File: src/rtl/word_serial_adder.sv
// word_serial_adder: word-serial wide adder built around an N-bit ripple adder.
// Operands arrive LSW first, one word pair per transfer. The carry between words
// is kept in c_q, and each sum word leaves through a registered valid/ready port.

// One-bit full adder cell, replicated once per bit inside fa.
module fa_cell (
  input  logic a_i,
  input  logic b_i,
  input  logic c_i,
  output logic s_o,
  output logic c_o
);
  assign s_o = a_i ^ b_i ^ c_i;
  assign c_o = (a_i & b_i) | (c_i & (a_i ^ b_i));
endmodule

// Parameterised N-bit ripple-carry adder.
module fa #(
  parameter int N = 5
) (
  input  logic [N-1:0] a_i,
  input  logic [N-1:0] b_i,
  input  logic         cin_i,
  output logic [N-1:0] sum_o,
  output logic         cout_o
);
  logic [N:0] c;

  assign c[0] = cin_i;

  for (genvar i = 0; i < N; i++) begin : g_bit
    fa_cell u_cell (
      .a_i (a_i[i]),
      .b_i (b_i[i]),
      .c_i (c[i]),
      .s_o (sum_o[i]),
      .c_o (c[i+1])
    );
  end

  assign cout_o = c[N];
endmodule

module word_serial_adder #(
  parameter int N    = 5,
  parameter int IDXW = 8
) (
  input  logic            clk,
  input  logic            rst,
  input  logic            in_valid,
  output logic            in_ready,
  input  logic [N-1:0]    in_a,
  input  logic [N-1:0]    in_b,
  input  logic            in_cin,
  input  logic            in_last,
  output logic            out_valid,
  input  logic            out_ready,
  output logic [N-1:0]    out_sum,
  output logic            out_last,
  output logic            out_carry,
  output logic [IDXW-1:0] out_idx
);
  // FIRST uses the external carry-in; MID chains the carry of the previous word.
  localparam logic ST_FIRST = 1'b0;
  localparam logic ST_MID   = 1'b1;

  logic            state_q, state_d;
  logic            c_q, c_d;
  logic [IDXW-1:0] idx_q, idx_d;

  logic            ovld_q, ovld_d;
  logic [N-1:0]    osum_q, osum_d;
  logic            olast_q, olast_d;
  logic            ocarry_q, ocarry_d;
  logic [IDXW-1:0] oidx_q, oidx_d;

  logic            in_xfer, out_xfer;
  logic            fa_cin, fa_cout;
  logic [N-1:0]    fa_sum;

  // No skid buffer: a new word is accepted only if the output slot is free
  // or is being drained in this same cycle.
  assign in_ready = !ovld_q || out_ready;
  assign in_xfer  = in_valid && in_ready;
  assign out_xfer = ovld_q && out_ready;

  // A FIRST-state word never looks at c_q, so a previous operand cannot leak in.
  assign fa_cin = (state_q == ST_MID) ? c_q : in_cin;

  fa #(.N(N)) u_fa (
    .a_i    (in_a),
    .b_i    (in_b),
    .cin_i  (fa_cin),
    .sum_o  (fa_sum),
    .cout_o (fa_cout)
  );

  // Next-state for the carry chain, state and saturating word index.
  always_comb begin
    state_d = state_q;
    c_d     = c_q;
    idx_d   = idx_q;
    if (in_xfer) begin
      if (in_last) begin
        state_d = ST_FIRST;
        c_d     = 1'b0;
        idx_d   = '0;
      end else begin
        state_d = ST_MID;
        c_d     = fa_cout;
        idx_d   = (idx_q == {IDXW{1'b1}}) ? idx_q : idx_q + 1'b1;
      end
    end
  end

  // Next-state for the output register slot; data holds unless a word is loaded.
  always_comb begin
    ovld_d   = ovld_q;
    osum_d   = osum_q;
    olast_d  = olast_q;
    ocarry_d = ocarry_q;
    oidx_d   = oidx_q;
    if (in_xfer) begin
      ovld_d   = 1'b1;
      osum_d   = fa_sum;
      olast_d  = in_last;
      ocarry_d = in_last & fa_cout;
      oidx_d   = idx_q;
    end else if (out_xfer) begin
      ovld_d   = 1'b0;
    end
  end

  // State registers, cleared asynchronously.
  always_ff @(posedge clk or posedge rst) begin
    if (rst) begin
      state_q  <= ST_FIRST;
      c_q      <= 1'b0;
      idx_q    <= '0;
      ovld_q   <= 1'b0;
      osum_q   <= '0;
      olast_q  <= 1'b0;
      ocarry_q <= 1'b0;
      oidx_q   <= '0;
    end else begin
      state_q  <= state_d;
      c_q      <= c_d;
      idx_q    <= idx_d;
      ovld_q   <= ovld_d;
      osum_q   <= osum_d;
      olast_q  <= olast_d;
      ocarry_q <= ocarry_d;
      oidx_q   <= oidx_d;
    end
  end

  assign out_valid = ovld_q;
  assign out_sum   = osum_q;
  assign out_last  = olast_q;
  assign out_carry = ocarry_q;
  assign out_idx   = oidx_q;
endmodule

File: config.mk
export PLATFORM = sky130hd
export DESIGN_NAME = word_serial_adder
export DESIGN_NICKNAME = d
export VERILOG_FILES = /design/src/rtl/word_serial_adder.sv
export SDC_FILE = /design/constraint.sdc
export NUM_CORES = 1
export LEC_CHECK = 0
export CAP_MARGIN = 10
export CORE_UTILIZATION = 50
export CTS_BUF_LIST = sky130_fd_sc_hd__clkbuf_4
export CTS_CLUSTER_DIAMETER = 150
export DETAILED_ROUTE_END_ITERATION = 6
export PLACE_DENSITY = 0.81
export REMOVE_ABC_BUFFERS = 1
export SYNTH_ARGS = -nofsm -noshare
export SYNTH_HDL_FRONTEND = slang
export SYNTH_SLANG_ARGS = --single-unit
File: constraint.sdc
create_clock -name clk -period 3.1 [get_ports clk]
set_clock_uncertainty 0.15 [all_clocks]
set_input_delay 0.465 -clock clk [delete_from_list [all_inputs] [get_ports clk]]
set_output_delay 0.465 -clock clk [all_outputs]
set_load 0.02 [all_outputs]
==> impl_metrics.env <==
export IMPL_cpMostUsedCell="fa_1"
export IMPL_place_congestion=0.826
export IMPL_synth_area_top_cells="dfrtp_1, nand2_1, fa_1"
export IMPL_core_area_sq_um=2450
export IMPL_ys_flop_type="dfrtp_1"
export IMPL_fillers=203
export IMPL_fp_dieH_um=52.9
export IMPL_hold_viol=0
export IMPL_fin_crit_sh_pct=92.5
export IMPL_r2r_end="c_q$_DFFE_PP0P_"
export IMPL_io_buffers=32
export IMPL_grt_pass1_vias=987
export IMPL_synth_compound_area_share_pct=9.57
export IMPL_syn_to_final_growth_pct=29.8
export IMPL_ant_nets=0
export IMPL_dieWidth_um=52.9
export IMPL_critPathKind="input pin to flop"
export IMPL_dr_wl_met2_mm=1.28
export IMPL_first_pass_iters=4
export IMPL_clockBufferDepth=2
export IMPL_hpwl_mm=1.86
export IMPL_rsz0062_at_grt="no"
export IMPL_drc=0
export IMPL_hold_path_class="flop to flop"
export IMPL_clock_latency_ns=0.32
export IMPL_finalPower_mw=0.833
export IMPL_synth_top_area_cell="dfrtp_1"
export IMPL_combPwrFrac_pct=23.6
export IMPL_start_kind="input pin"
export IMPL_highest_layer="met4"
export IMPL_worst_pin_slew_ns=0.952
export IMPL_num_vias=1031
export IMPL_worst_slack_ns=0.233
export IMPL_htreeDepth=1
export IMPL_cts_setup_buffers=0
export IMPL_outcome="finished clean"
export IMPL_synthSimpleGateAreaFrac_pct=25.5
export IMPL_grt_max_degree=27
export IMPL_hold_buffers=0
export IMPL_yosys_warnings=0
export IMPL_gr_usage_all_layers_pct=22.4
export IMPL_p_sw_share_pct=28.0
export IMPL_power_frac_seq_pct=48.3
export IMPL_r2r_start="state_q$_DFFE_PP0P_"
export IMPL_synth_edf_count=0
export IMPL_viasPerCell=5.34
export IMPL_ctsResizeCount=0
export IMPL_cp_slowest_cell="clkdlybuf4s50_1"
export IMPL_crit_end="c_q$_DFFE_PP0P_"
export IMPL_cts_tree="built"
export IMPL_ios=33
export IMPL_setup_viol=0
export IMPL_path_cells="clkdlybuf4s50_1 -> mux2i_1 -> fa_1 -> inv_1 -> fa_1 -> fa_1 -> fa_1 -> fa_1 -> nand3b_1 -> nand2_1"
export IMPL_ys_seq_area_share_pct=50.3
export IMPL_synth_most_common_cell="nand2_1"
export IMPL_cts_buffers=3
export IMPL_die_area_sq_um=2790
export IMPL_synth_xor_area_share_pct=0
export IMPL_drv_cap=0
export IMPL_final_cell_area_sq_um=1680
export IMPL_async_flop_share_pct=100
export IMPL_wl_per_cell_um=13.7
export IMPL_syn_area_sq_um=1290
export IMPL_yosys_area_share_adder_pct=8.70
export IMPL_gr_total_overflow=0
export IMPL_powerDensity_nw_per_um2=496
export IMPL_rrSetupSlack_ns=0.31
export IMPL_netlist_cell_type_count=38
export IMPL_start_util_pct=52.7
export IMPL_critPathArrivalTime_ns=2.94
export IMPL_drive_gt1_share_pct=9.20
export IMPL_internal_power_mw=0.600
export IMPL_worstPathRequired_ns=3.18
export IMPL_crit_start="in_cin"
export IMPL_maxSlewHeadroom_pct=36.5
export IMPL_stdcell_count=193
export IMPL_diodes=0
export IMPL_finalWirelength_mm=2.65
export IMPL_p_clk_share_pct=28.1
export IMPL_dp_cells=189
export IMPL_cts_root_buf="clkbuf_4"
export IMPL_synth_top_family_by_area="simple AND/OR/NAND/NOR gates"
export IMPL_rows=18
export IMPL_ff2ff_path_depth=9
export IMPL_first_iter_violations=17
export IMPL_crit_path_max_incr_delay_ns=0.40
export IMPL_ir_worst_vdd_v=0.000461
export IMPL_crit_fanout=2
export IMPL_min_period_ns=2.87
export IMPL_synthCells=132
export IMPL_leakage_nw=0.774
export IMPL_placed_cell_area_sq_um=1630
export IMPL_synthMuxAreaShare_pct=1.64
export IMPL_avgSynthCellArea_sq_um=9.80
export IMPL_final_nets=186
export IMPL_post_place_ws_ns=-0.123
export IMPL_drt_met1_wl_mm=1.21
export IMPL_antenna_found_initial=0
export IMPL_critPathCaptureType="flop"
export IMPL_synth_commonest_cells="nand2_1, dfrtp_1, inv_1"
export IMPL_synth_seq_cells=26
export IMPL_power_switching_mw=0.233
export IMPL_slew_violations=0
export IMPL_max_freq_ghz=0.349
export IMPL_grt_pass1_wl_mm=4.42
export IMPL_synthDominantCellAreaShare_pct=50.3
export IMPL_routed_wl_met3_um=120
export IMPL_clk_pin_slew_ns=0.14
export IMPL_cts_sinks=26
==> flip-flops by register name (all words and copies together) (netlist names) <==
register / count
out_valid: 1
idx_q: 8
out_sum: 5
out_idx: 8
out_last: 1
c_q: 1
out_carry: 1
state_q: 1
==> cell usage in the layout, fill, tap and decap left out, types with 2 or more instances in the layout <==
cell type / instances
a31oi_1: 3
nor2_1: 5
dfrtp_1: 26
nand2_1: 45
nor3_1: 3
fa_1: 5
clkbuf_4: 3
inv_1: 6
nand3_1: 4
o21a_1: 2
clkdlybuf4s50_1: 32
==> worst min path at each step <==
| stage | startpoint | endpoint | cells after the start |
|---|---|---|---|
| finish | out_idx[6]$_DFFE_PP0P_ | out_idx[6]$_DFFE_PP0P_ | 2 |
| global route | out_sum[4]$_DFFE_PP0P_ | out_sum[4]$_DFFE_PP0P_ | 2 |
| CTS | out_sum[0]$_DFFE_PP0P_ | out_sum[0]$_DFFE_PP0P_ | 2 |
| detailed placement | out_idx[4]$_DFFE_PP0P_ | out_idx[4]$_DFFE_PP0P_ | 2 |
| global placement | out_idx[7]$_DFFE_PP0P_ | out_idx[7]$_DFFE_PP0P_ | 2 |
| floorplan | c_q$_DFFE_PP0P_ | c_q$_DFFE_PP0P_ | 2 |
==> stage by stage <==
step           hold slack [ns]  TNS, ns  util [%]
5_1_grt                  0.369        0      68.4
4_1_cts                  0.351        0      68.4
3_3_place_gp             0.308   -0.257      66.3
3_5_place_dp             0.319   -0.363      66.3
2_1_floorplan            0.288        0         -
6_report                 0.347        0      68.4
==> cell families (layout without fill, tap and decap cells) <==
kind of cell               after synthesis  count (layout)
buffers and inverters                   12              43
muxes                                    2               2
AOI/OAI and AO/OA                       16              16
adders and majority gates                6               6
DFF                                     26              26
and+or+nand+nor                         70              70
==> per-layer routing <==
| layer | vias up | global-route usage (%) |
|---|---|---|
| met3 | 5 | 2.87 |
| met5 | - | 0 |
| met2 | 31 | 38.8 |
| li1 | 499 | - |
| met4 | 0 | 6.58 |
| met1 | 496 | 29.1 |
==> worst max-delay path: cells and delay by family <==
| family | cells | cell delay [ns] |
|---|---|---|
| adder cells (fa/ha/maj) | 5 | 1.73 |
| buffers and inverters | 2 | 0.45 |
| multiplexers | 1 | 0.16 |
| AND/OR/NAND/NOR | 2 | 0.15 |
==> final cells by class <==
| type | count | area (sq um) | share of cell area [%] |
|---|---|---|---|
| well taps | 30 | 37.5 | 2.24 |
| multi-input cells | 94 | 588 | 35.0 |
| clock inverters | 1 | 30.0 | 1.79 |
| repair buffers | 33 | 328 | 19.5 |
| clock buffers | 3 | 22.5 | 1.34 |
| flip-flops and latches | 26 | 651 | 38.7 |
| inverters | 6 | 22.5 | 1.34 |
==> power by group through the flow <==
stage               logic (mW)  registers, mW  clock network [mW]
finish                   0.197          0.403               0.234
global route             0.220          0.407               0.253
CTS                      0.200          0.403               0.241
detailed placement       0.198          0.409                   0
global placement         0.194          0.407                   0
floorplan               0.0710          0.436                   0
Power figures use the tool's default switching activity.
